[src/rtl/div_pkg.sv]
// Shared definitions for the iterative restoring divider.
// Optional early termination is enabled by defining DIV_EARLY_TERM_EN.
package div_pkg;

  localparam int DIV_WIDTH = 32;
  localparam int DIV_CNT_W = 6;

  localparam logic [DIV_WIDTH-1:0]   ZeroWord  = '0;
  localparam logic [2*DIV_WIDTH-1:0] ZeroDword = '0;

  typedef enum logic [1:0] {
    IDLE   = 2'b00,
    BYZERO = 2'b01,
    ON     = 2'b10,
    END    = 2'b11
  } div_state_t;

endpackage

[src/rtl/div_if.sv]
// ALU <-> divider handshake: the ALU is the master, the divider the slave.
interface div_if
  import div_pkg::*;
#(
  parameter int WIDTH = DIV_WIDTH
) ();

  logic               start_i;
  logic               signed_i;
  logic [WIDTH-1:0]   opdata1_i;
  logic [WIDTH-1:0]   opdata2_i;
  logic               annul_i;
  logic [2*WIDTH-1:0] result_o;
  logic               ready_o;

  modport master (
    output start_i, signed_i, opdata1_i, opdata2_i, annul_i,
    input  result_o, ready_o
  );

  modport slave (
    input  start_i, signed_i, opdata1_i, opdata2_i, annul_i,
    output result_o, ready_o
  );

endinterface

[src/rtl/div_step.sv]
// One combinational restoring-division iteration on unsigned magnitudes.
module div_step
  import div_pkg::*;
#(
  parameter int WIDTH = DIV_WIDTH
) (
  input  logic [WIDTH-1:0] i_rem,
  input  logic [WIDTH-1:0] i_quo,
  input  logic [WIDTH-1:0] i_divisor,
  output logic [WIDTH-1:0] o_rem,
  output logic [WIDTH-1:0] o_quo
);

  logic [WIDTH:0] w_shift;
  logic [WIDTH:0] w_trial;
  logic           w_ge;

  // The shifted remainder can reach 2*divisor-1, so one extra bit keeps the trial sign exact.
  assign w_shift = {i_rem, i_quo[WIDTH-1]};
  assign w_trial = w_shift - {1'b0, i_divisor};
  assign w_ge    = ~w_trial[WIDTH];

  assign o_rem = w_ge ? w_trial[WIDTH-1:0] : w_shift[WIDTH-1:0];
  assign o_quo = {i_quo[WIDTH-2:0], w_ge};

endmodule

[src/rtl/div_iter.sv]
// Iterative radix-2 restoring divider answering the ALU DIV/DIVU handshake.
// Define DIV_EARLY_TERM_EN to short-cut operations where |dividend| < |divisor|.
module div_iter
  import div_pkg::*;
#(
  parameter int WIDTH = DIV_WIDTH,
  parameter int CNT_W = DIV_CNT_W
) (
  input  logic clk,
  input  logic resetn,
  div_if.slave bus
);

  localparam logic [CNT_W-1:0] LastCnt = CNT_W'(WIDTH - 1);

  div_state_t         r_state;
  div_state_t         w_state_next;
  logic [CNT_W-1:0]   r_cnt;
  logic [WIDTH-1:0]   r_rem;
  logic [WIDTH-1:0]   r_quo;
  logic [WIDTH-1:0]   r_divisor;
  logic               r_neg_q;
  logic               r_neg_r;
  logic [2*WIDTH-1:0] r_result;
  logic               r_ready;

  logic [WIDTH-1:0]   w_abs1;
  logic [WIDTH-1:0]   w_abs2;
  logic               w_neg1;
  logic               w_neg2;
  logic               w_short;
  logic [WIDTH-1:0]   w_step_rem;
  logic [WIDTH-1:0]   w_step_quo;
  logic [WIDTH-1:0]   w_fix_rem;
  logic [WIDTH-1:0]   w_fix_quo;

  assign w_neg1 = bus.signed_i & bus.opdata1_i[WIDTH-1];
  assign w_neg2 = bus.signed_i & bus.opdata2_i[WIDTH-1];
  assign w_abs1 = w_neg1 ? (~bus.opdata1_i + 1'b1) : bus.opdata1_i;
  assign w_abs2 = w_neg2 ? (~bus.opdata2_i + 1'b1) : bus.opdata2_i;

`ifdef DIV_EARLY_TERM_EN
  assign w_short = (w_abs1 < w_abs2);
`else
  assign w_short = 1'b0;
`endif

  div_step #(.WIDTH(WIDTH)) u_step (
    .i_rem     (r_rem),
    .i_quo     (r_quo),
    .i_divisor (r_divisor),
    .o_rem     (w_step_rem),
    .o_quo     (w_step_quo)
  );

  assign w_fix_quo = r_neg_q ? (~w_step_quo + 1'b1) : w_step_quo;
  assign w_fix_rem = r_neg_r ? (~w_step_rem + 1'b1) : w_step_rem;

  always_ff @(posedge clk or negedge resetn) begin
    if (!resetn) r_state <= IDLE;
    else         r_state <= w_state_next;
  end

  // Short-cut results reuse the one-cycle BYZERO path so ready lands in cycle 2.
  always_comb begin
    w_state_next = r_state;
    case (r_state)
      IDLE: begin
        if (bus.start_i && !bus.annul_i) begin
          if (bus.opdata2_i == '0 || w_short) w_state_next = BYZERO;
          else                                w_state_next = ON;
        end
      end
      BYZERO:  w_state_next = bus.annul_i ? IDLE : END;
      ON: begin
        if (bus.annul_i)         w_state_next = IDLE;
        else if (r_cnt == LastCnt) w_state_next = END;
      end
      END: begin
        if (bus.annul_i || !bus.start_i) w_state_next = IDLE;
      end
      default: w_state_next = IDLE;
    endcase
  end

  always_ff @(posedge clk or negedge resetn) begin
    if (!resetn) begin
      r_cnt     <= '0;
      r_rem     <= '0;
      r_quo     <= '0;
      r_divisor <= '0;
      r_neg_q   <= 1'b0;
      r_neg_r   <= 1'b0;
      r_result  <= '0;
      r_ready   <= 1'b0;
    end else begin
      case (r_state)
        IDLE: begin
          r_ready <= 1'b0;
          if (w_state_next == ON) begin
            r_rem     <= '0;
            r_quo     <= w_abs1;
            r_divisor <= w_abs2;
            r_cnt     <= '0;
            r_neg_q   <= w_neg1 ^ w_neg2;
            r_neg_r   <= w_neg1;
          end else if (w_state_next == BYZERO) begin
            // Divide-by-zero yields 0; a short-cut keeps the original signed dividend as remainder.
            r_rem <= (bus.opdata2_i == '0) ? '0 : bus.opdata1_i;
            r_quo <= '0;
          end
        end
        BYZERO: begin
          if (w_state_next == END) begin
            r_result <= {r_rem, r_quo};
            r_ready  <= 1'b1;
          end
        end
        ON: begin
          if (w_state_next != IDLE) begin
            r_rem <= w_step_rem;
            r_quo <= w_step_quo;
            r_cnt <= r_cnt + 1'b1;
          end
          if (w_state_next == END) begin
            r_result <= {w_fix_rem, w_fix_quo};
            r_ready  <= 1'b1;
          end
        end
        END: begin
          if (w_state_next == IDLE) r_ready <= 1'b0;
        end
        default: r_ready <= 1'b0;
      endcase
    end
  end

  assign bus.result_o = r_result;
  assign bus.ready_o  = r_ready;

endmodule

[src/flat_wrapper.sv]
// flat-port wrapper written by rule: the top's interface ports become plain ports
module div_iter_flat import div_pkg::*;
#(
  parameter int WIDTH = DIV_WIDTH,
  parameter int CNT_W = DIV_CNT_W
)
  (clk, resetn, bus_start_i, bus_signed_i, bus_opdata1_i, bus_opdata2_i, bus_annul_i, bus_result_o, bus_ready_o);
  div_if #(.WIDTH(WIDTH)) bus_i ();
  input  logic clk;
  input  logic resetn;
  input wire logic [$bits(bus_i.start_i)-1:0] bus_start_i;
  input wire logic [$bits(bus_i.signed_i)-1:0] bus_signed_i;
  input wire logic [$bits(bus_i.opdata1_i)-1:0] bus_opdata1_i;
  input wire logic [$bits(bus_i.opdata2_i)-1:0] bus_opdata2_i;
  input wire logic [$bits(bus_i.annul_i)-1:0] bus_annul_i;
  output wire logic [$bits(bus_i.result_o)-1:0] bus_result_o;
  output wire logic [$bits(bus_i.ready_o)-1:0] bus_ready_o;
  assign bus_i.start_i = bus_start_i;
  assign bus_i.signed_i = bus_signed_i;
  assign bus_i.opdata1_i = bus_opdata1_i;
  assign bus_i.opdata2_i = bus_opdata2_i;
  assign bus_i.annul_i = bus_annul_i;
  assign bus_result_o = bus_i.result_o;
  assign bus_ready_o = bus_i.ready_o;
  div_iter #(.WIDTH(WIDTH), .CNT_W(CNT_W)) u_core (.clk(clk), .resetn(resetn), .bus(bus_i));
endmodule
[config.mk]
export PLATFORM = sky130hd
export DESIGN_NAME = div_iter_flat
export DESIGN_NICKNAME = d
export VERILOG_FILES = /design/src/rtl/div_pkg.sv /design/src/rtl/div_if.sv /design/src/rtl/div_step.sv /design/src/rtl/div_iter.sv /design/src/flat_wrapper.sv
export SDC_FILE = /design/constraint.sdc
export NUM_CORES = 1
export LEC_CHECK = 0
export BUFFER_PORTS_ARGS = -buffer_cell sky130_fd_sc_hd__buf_2
export CAP_MARGIN = 25
export CORE_MARGIN = 2
export CORE_UTILIZATION = 60
export DETAILED_ROUTE_END_ITERATION = 6
export HOLD_SLACK_MARGIN = 0.06
export PLACE_DENSITY = 0.91
export REMOVE_ABC_BUFFERS = 1
export SYNTH_ARGS = -nofsm -noshare
export SYNTH_HDL_FRONTEND = slang
export SYNTH_SLANG_ARGS = --single-unit
[constraint.sdc]
create_clock -name clk -period 9.7 [get_ports clk]
set_clock_uncertainty 0.15 [all_clocks]
set_input_delay 1.94 -clock clk [delete_from_list [all_inputs] [get_ports clk]]
set_output_delay 1.94 -clock clk [all_outputs]
set_load 0.01 [all_outputs]
# After elaboration in Yosys (flattened, before gate mapping)
# Index checks and enable logic that the tools add are counted.
# word_totals
wordCells	83
regBits	171
out_inout_bits	65
input_bits	69
# op_classes
reduce_logical	16
bitwise	8
n_mux	30
eq_ne	14
addsub	6
# ops
operator	count
two-way mux 32 bit	12
adder 32 x 1 -> 32 bit, second input constant	4
two-way mux 64 bit	2
NOT 32 bit	4
case mux 32 bit (2 select lines)	2
case mux 64 bit (2 select lines)	1
subtractor 33 x 32 -> 33 bit	1
logical NOT 32 bit	1
two-way mux 2 bit	6
two-way mux 6 bit	2
!= test 2 x 1 -> 1 bit, second input constant	6
case mux 6 bit (2 select lines)	1
AND reduction 3 bit	3
== test 2 bit, second input constant	4
case mux 2 bit (4 select lines)	1
adder 6 x 1 -> 6 bit, second input constant	1
== test 6 x 5 -> 1 bit, second input constant	1
nonzero test 2 bit	3
== test 2 x 1 -> 1 bit, second input constant	2
logical NOT 2 bit	2
AND reduction 2 bit	2
!= test 3 x 1 -> 1 bit, second input constant	1
case mux 1 bit (3 select lines)	1
AND 1 bit	2
7 further kinds	9

# Logic depth before layout (Yosys ltp)
# Gate-level depths: netlist (run 1).
# logic_depth
word_depth	8
ltp_mapped	25
depth_no_buf	21

# Cells and area by module
# Synthesis (run 1) repeated with hierarchy kept, for this count alone.
# unflattened
cells_unflattened	1527
area_unflattened_um2	13232.7
# modules_own_cells
module	cells_per_inst	instances	seq_area_each_um2	area_per_inst_um2
div_iter	1190	1	4279.1	10633.9
div_step	337	1	0.0	2598.7

# Worst setup path before layout (run 1)
# Ideal clock, no wire load.
# synth_path
path_type	register -> register
from	register u_core.r_quo[31]
to	register u_core.r_result[62] (netlist: u_core.bus.result_o[62])
synth_period_minus_slack_ps	5212
setup_time_ps	126
n_path_buf	4
setup_slack_ps	4488
required_time_ps	9424
arrival_ps	4936
path_stages_with_launch	26
path_cell_list	dfrtp_1 -> inv_1 -> ha_1 -> inv_1 -> fa_1 -> a211oi_2 -> o211ai_1 -> nand3_1 -> a21oi_1 -> nor3_2 -> nor2_2 -> buf_4 -> inv_2 -> clkbuf_1 -> buf_1 -> nor2_1 -> a21oi_1 -> ha_1 -> nand4_1 -> nor3_1 -> a2bb2o_4 -> or4_4 -> buf_6 -> o31ai_2 -> xor2_1 -> o21ai_1
# synth_between
elab_chain_len	7
# synth_rtl
item	line_no	source
start: declaration	div_iter.sv:20	logic [WIDTH-1:0] r_quo;
start signal: assignment	div_iter.sv:102	r_quo <= w_abs1;
start signal: assignment	div_iter.sv:122	r_quo <= w_step_quo;
subtractor 33 x 32 -> 33 bit	div_step.sv:20	assign w_trial = w_shift - {1'b0, i_divisor};
two-way mux 32 bit (*)	div_step.sv:23	assign o_rem = w_ge ? w_trial[WIDTH-1:0] : w_shift[WIDTH-1:0];
NOT 32 bit	div_iter.sv:57	assign w_fix_rem = r_neg_r ? (~w_step_rem + 1'b1) : w_step_rem;
adder 32 x 1 -> 32 bit	div_iter.sv:57	
two-way mux 32 bit (*)	div_iter.sv:57	
two-way mux 64 bit (*)	div_iter.sv:125	if (w_state_next == END) begin
case mux 64 bit (2 select lines) (*)	div_iter.sv:97	case (r_state)
end signal: assignment	div_iter.sv:115	r_result <= {r_rem, r_quo};
end signal: assignment	div_iter.sv:126	r_result <= {w_fix_rem, w_fix_quo};
end: declaration	div_iter.sv:24	logic [2*WIDTH-1:0] r_result;
# Mark *: on every way between the ends. The rest lies on a longest branch, timed or not. The select of a mux whose other input is x is not followed.
# A chain may end at the register's enable or synchronous reset.

# Final worst setup path (run 1)
# layout_path
from	register u_core.r_quo[31]
to	register u_core.r_result[58] (netlist: u_core.bus.result_o[58])
# The elaborated chain is that of the path after synthesis.

==> results of run 1 <==
sequential cells by signal, summed over array words and instances (netlist names):
| register | cells |
|---|---|
| u_core.r_cnt | 6 |
| u_core.r_quo | 32 |
| u_core.r_neg_r | 1 |
| u_core.r_state | 2 |
| u_core.r_neg_q | 1 |
| u_core.r_rem | 32 |
| u_core.r_divisor | 32 |
| u_core.bus.result_o | 64 |
| u_core.bus.ready_o | 1 |
critical path: stages (launching register included):
cell	delay [ns]
dfrtp_1	0.47
inv_1	0.16
ha_1	0.24
inv_1	0.09
fa_1	0.24
a211oi_2	0.11
o211ai_1	0.24
nand3_1	0.24
a21oi_1	0.36
o21a_1	0.59
nor2_2	0.08
buf_4	0.27
inv_2	0.55
mux2i_1	0.41
ha_1	0.29
nand4_1	0.11
nor3_1	0.31
a2bb2o_4	0.28
or4_4	0.57
o41ai_2	0.28
or4_1	0.16
nand3_1	0.08
kinds of logic after synthesis:
logic type               after synthesis  synth area share
AO/OA/AOI/OAI                        538             0.253
XOR/XNOR                             124            0.0840
adder cells (fa/ha/maj)               42            0.0412
buffers and inverters                171            0.0547
flip-flops                           171             0.331
multiplexers                          44            0.0352
AND/OR/NAND/NOR                      558             0.201
final timing paths:
check                                        start                       to  slack (ns)
max                               u_core.r_quo[31]  u_core.bus.result_o[58]        3.26
min                        u_core.bus.result_o[26]  u_core.bus.result_o[26]        0.33
max reg2reg                       u_core.r_quo[31]  u_core.bus.result_o[58]        3.26
min reg2reg                u_core.bus.result_o[26]  u_core.bus.result_o[26]        0.33
max in group asynchronous                   resetn         u_core.r_quo[12]        6.70
min in group asynchronous                   resetn     u_core.r_divisor[27]        1.21
stage by stage:
stage	hold WS [ns]	utilization	power, mW
after floorplan	0.300	-	3.82
after global placement	0.306	0.645	4.65
after detailed placement	0.315	0.645	4.78
after CTS	0.331	0.673	5.50
after global routing	0.356	0.675	6.04
final	0.327	0.676	5.59
power by group through the flow:
stage          clock network, mW  logic [mW]  registers [mW]
2_1_floorplan                  0        2.61            1.21
3_3_place_gp                   0        3.43            1.22
3_5_place_dp                   0        3.55            1.23
4_1_cts                    0.688        3.59            1.22
5_1_grt                    0.721        4.06            1.26
6_report                   0.686        3.68            1.23
per-layer routing:
layer | share of wire | vias up | global-route usage
met5 | 0.00074 | - | 0
met4 | 0.046 | 4 | 0.137
met3 | 0.086 | 161 | 0.0669
met2 | 0.46 | 641 | 0.527
met1 | 0.40 | 5991 | 0.421
li1 | - | 6036 | -
area by class of cell:
class,count,share of cell area
diodes,2,0.000351
multi-input cells,1306,0.560
inverters,64,0.0169
well taps,275,0.0242
clock inverters,10,0.00773
repair buffers,147,0.0574
clock buffers,22,0.0333
flip-flops and latches,171,0.300
synth_stat cells, types with 4 or more instances:
master     count
nand2b_1      10
nor4_1        16
a21oi_1      173
or2_2          4
or4_1         18
inv_1         62
a21oi_2        5
and3_1        17
o2111ai_1      4
o21ai_1       55
nand3_1       24
o21a_1        13
a21o_1        11
mux2i_1       32
o211ai_1      15
a211oi_1       9
mux2_2        11
buf_1          6
o31ai_1       26
xor2_1        63
a31oi_1       12
o311ai_0       5
nand4_1       18
a22oi_1       27
nor2b_1        7
ha_1          41
nand2_1      221
buf_2         30
or3_1         16
dfrtp_1      171
xnor2_1       61
clkbuf_1      65
and2_1         8
nor2_1       121
nor3_1        60
o21ai_0      136
o41ai_1       15
==> summary.txt, run 1 <==
Critical path
  • Worst setup EP type: flop
  • CP Class: reg2reg
  • Critical path data arrival time: 6.61 ns
  • FF-to-FF path depth: 21
  • Worst EP required: between 9 and 10 ns
  • Peak fanout along the critical path: 35
  • Type of origin of the critical path: flop

Global route
  • First-pass GRT wire length: slightly below 60000 um
  • Vias in the first global route: about 12000
  • Pin count of the biggest net entering global routing: roughly 130
  • Global Route Usage Sum: 0.324
  • Initial antenna violation count: 3
  • GRT Residual Overflow: 0

Synth
  • Largest area contributor in the netlist: dfrtp_1
  • Mean Syn Cell Area: 7.84 um2
  • Synth Cell Area: around 13000 um2
  • EDFF count, synth: 0
  • Synth top area share: 0.331
  • Mapped Cells: around 1600
  • Yosys cell types: 83
  • Asr flop ratio synth: 1.00
  • Synth warn: 0
  • Post-synthesis sequential area ratio: 0.331
  • Top_reg_cell synth: dfrtp_1
  • Synth top area cells: dfrtp_1, a21oi_1, nand2_1
  • #FFs+latches synth: about 170

Place
  • Final HPWL DP: ~26000 um
  • Cell total after placement: between 1500 and 2000
  • Final GP Congestion: roughly 0.98
  • Dpl ws: 3.27 ns
  • PortBufs: 133
  • Area post-placement: between 10000 and 15000 um2

CTS
  • Root Buffer Master: clkbuf_16
  • CTS tree: yes
  • Clk_lat worst skew: between 0.4 and 0.5 ns
  • Post-CTS Setup Repair Bufs: 0
  • TritonCTS Buffers: 17
  • PostCTS Resize Cnt: 0
  • H-tree Lvls: 4
  • Maximum clock path buffer count: 2
  • Hold-fix buffers, CTS: 0
  • Clock Pin Slew Worst Setup and Hold Paths: 0.07 ns
  • Sink Count: roughly 170

Power and ir drop
  • Combinational share of power: 0.658
  • Leakage power: approximately 6.2 nW
  • Pint: about 2.7 mW
  • Power Dens Cells: between 300 and 400 nW/um2
  • Maximum vdd drop: between 0.3 and 0.4 mV
  • Switching pwr: about 2.9 mW
  • Clock network fraction of design power: 0.123
  • Sw frac: 0.526
  • Seq pwr share: 0.220

Worst hold path
  • Hold depth: 2
  • HP Class: reg2reg

Cells and area
  • Layout area overhead: 10.2%
  • Commonest non-fill, non-tap cell in the layout: nand2_1
  • Layout net count: between 1500 and 2000
  • Register area: 4280 um2
  • Finished Layout Cells: around 2000
  • Design Area, Final: 14200 um2
  • Most frequent cells in the layout: nand2_1, a21oi_1, dfrtp_1
  • Layout cell share with drive strength beyond 1: 0.129
  • FILL cells: 1682
  • Multi-input gate area: approximately 8000 um2

Timing
  • Post-route minimum period: ~6.4 ns
  • Actual slew at the worst max-slew pin: 1.00 ns
  • TNS Setup: 0 ns
  • Fmax: roughly 0.16 GHz
  • Fin crit share: 0.664
  • Fin. Hold Viols: 0
  • Setup-failing EPs final: 0
  • RSZ-0062 raised after global routing: false
  • Count of final max-slew check failures: 0
  • Relative slew slack: 0.331
  • Setup ws final: 3.26 ns

Die
  • I/O Pins: 134
  • Die area: about 23000 um2
  • Die Span X: roughly 150 um
  • Total core area: roughly 21000 um2
  • Die height: 151 um
  • Row Count: 53
  • Initial core utilization: 0.613

Routing
  • DRT iter0 DRCs: about 1500
  • DRC: 0
  • Vias per std cell: roughly 6.4
  • Vias: about 13000
  • Antenna viol nets, final: 0
  • Drt first pass iters: 6
  • Post-DR wirelength/cell: ~18 um
  • Routed WL: 36300 um

Run
  • Maxcap violations: 0

Outcome
  • Outcome: finished clean
(Power assumes the default switching activity.)
==> run 2, diff against run 1 <==
==> constraint.sdc (replaced) <==
create_clock -name clk -period 6.15 [get_ports clk]
set_clock_uncertainty 0.15 [all_clocks]
set_input_delay 1.23 -clock clk [delete_from_list [all_inputs] [get_ports clk]]
set_output_delay 1.23 -clock clk [all_outputs]
set_load 0.01 [all_outputs]
==> run 2 against run 1 <==
Sequential cell count stayed put. Setup slack worse by 2.4 ns. Hold slack worse by 0.0016 ns. Non-clock buffer count is 6 higher. Via count is 0.37% higher. Sequential power is 59% higher. Sequential share of layout area hardly changed. Clock power is 53% higher. Critical path depth is 1 lower. Wire length is 1.9% higher. Combinational power is 60% higher. Maximum frequency is 22% higher. Largest cell class unchanged. Largest power group unchanged.
==> summary.txt, run 2 (same netlist as run 1, synthesis figures left out) <==
Global route
  • Global Route Usage Sum: 0.330
  • Vias in the first global route: between 10000 and 15000
  • GRT Residual Overflow: 0
  • First-pass GRT wire length: 60200 um
  • Pin count of the biggest net entering global routing: 71
  • Initial antenna violation count: 1

Power and ir drop
  • Maximum vdd drop: around 0.35 mV
  • Pint: 4.16 mW
  • Power Dens Cells: 623 nW/um2
  • Switching pwr: around 4.7 mW
  • Combinational share of power: 0.662
  • Seq pwr share: 0.220
  • Power, Total: around 8.9 mW
  • Leakage power: roughly 6.2 nW
  • Clock network fraction of design power: 0.119
  • Sw frac: 0.531

Place
  • PortBufs: around 130
  • Final HPWL DP: roughly 27000 um
  • Dpl ws: between 0.6 and 0.7 ns
  • Final GP Congestion: 0.950
  • Cell total after placement: roughly 2000

Timing
  • Setup ws final: between 0.8 and 0.9 ns
  • RSZ-0062 raised after global routing: false
  • Fmax: roughly 0.19 GHz
  • Count of final max-slew check failures: 0
  • Hold_ws: 0.325 ns
  • Actual slew at the worst max-slew pin: slightly above 1 ns
  • Fin crit share: 0.856
  • Fin. Hold Viols: 0
  • Relative slew slack: 0.321
  • Setup-failing EPs final: 0
  • Post-route minimum period: 5.27 ns

CTS
  • Maximum clock path buffer count: 2
  • TritonCTS Buffers: 17
  • Clock Pin Slew Worst Setup and Hold Paths: approximately 0.07 ns
  • Root Buffer Master: clkbuf_16
  • PostCTS Resize Cnt: 0
  • Sink Count: 171
  • Clk_lat worst skew: 0.44 ns
  • Post-CTS Setup Repair Bufs: 0
  • Hold-fix buffers, CTS: 0
  • CTS tree: yes
  • H-tree Lvls: 4

Worst hold path
  • HP Class: reg2reg
  • Hold path startpoint: u_core.bus.result_o[26]

Die
  • Die height: 151 um
  • I/O Pins: 134
  • Row Count: 53
  • Die area: approximately 23000 um2
  • Die Span X: between 150 and 200 um
  • Total core area: ~21000 um2
  • Initial core utilization: 0.613

Run
  • Maxcap violations: 0

Critical path
  • Worst EP required: 6.31 ns
  • Type of origin of the critical path: flop
  • CP startpoint: u_core.r_quo[31]
  • Max incr delay on CP: ~0.56 ns
  • Slowest-stage cell, CP: or4_4
  • CP Class: reg2reg
  • Reg-to-Reg Start: u_core.r_quo[31]
  • Worst setup EP type: flop
  • Peak fanout along the critical path: 15
  • Critical path data arrival time: 5.43 ns
  • CP Cell Sequence: inv_1, ha_1, inv_1, fa_1, a211oi_2, o211ai_1, nand3_1, a21oi_1, nor3_2, nor2_2, inv_2, mux2i_1, ha_1, nand4_1, nor3_1, a2bb2o_4, or4_4, o31ai_2, xor2_1, o21ai_1

Routing
  • DRT iter0 DRCs: 1224
  • Drt first pass iters: 6
  • Post-DR wirelength/cell: roughly 18 um
  • Antenna viol nets, final: 0
  • Vias per std cell: ~6.4
  • Routed WL: between 30000 and 40000 um
  • DRC: 0
  • Vias: 12900

Cells and area
  • Layout cell share with drive strength beyond 1: 0.133
  • Most frequent cells in the layout: nand2_1, a21oi_1, dfrtp_1
  • Max reg flops: 64
  • Commonest non-fill, non-tap cell in the layout: nand2_1
  • Final Util: 0.675
  • Layout net count: between 1500 and 2000
  • Finished Layout Cells: 2002
  • Layout area overhead: 10.1%

Outcome
  • Outcome: finished clean
[run 2: power by group through the flow]
stage	Sequential, mW	Combinational, mW	Clock (mW)
final	1.95	5.87	1.05
after global routing	1.99	6.45	1.10
after CTS	1.93	5.75	1.05
after detailed placement	1.95	5.70	0
after global placement	1.93	5.51	0
after floorplan	1.91	4.12	0
[run 2: cell type report]
class,count,area (um2)
timing repair buffer,153,835
clock buffer,19,453
fill,1675,6850
multi-input combinational,1306,7980
inverter,64,240
sequential,171,4280
antenna,1,2.50
tap,275,344
clock inverter,13,106
[run 2: stage by stage]
step / setup TNS [ns] / area, um2
5_1_grt: 0 / 14200
2_1_floorplan: -305.12 / 12500
4_1_cts: 0 / 14200
3_5_place_dp: 0 / 13700
6_report: 0 / 14200
3_3_place_gp: 0 / 13700
[run 2: path summary, 6_finish.rpt]
path                                           end  slack (ns)  depth (start not counted)
min                        u_core.bus.result_o[26]        0.33                          2
max reg2reg                u_core.bus.result_o[62]        0.88                         20
max in group asynchronous          u_core.r_rem[6]        4.04                          2
min reg2reg                u_core.bus.result_o[26]        0.33                          2
max                        u_core.bus.result_o[62]        0.88                         20
min in group asynchronous     u_core.r_divisor[30]        0.65                          1
[run 2: per-layer routing]
| metal | up-vias | track usage | wire length [um] | share of wire |
|---|---|---|---|---|
| li1 | 6021 | - | - | - |
| met5 | - | 0 | 0 | 0 |
| met1 | 5991 | 0.427 | 14800 | 0.40 |
| met4 | 0 | 0.151 | 1760 | 0.048 |
| met2 | 703 | 0.536 | 17100 | 0.46 |
| met3 | 165 | 0.0654 | 3370 | 0.091 |
[run 2: critical path, delay by kind of cell, from the launching register on]
family                     cells  cell delay, ns
and+or+nand+nor                6            1.57
AOI/OAI and AO/OA              6            1.25
adders and majority gates      3            0.83
DFF                            1            0.40
buffers and inverters          3            0.40
muxes                          1            0.35
xor gates and xnor gates       1            0.18
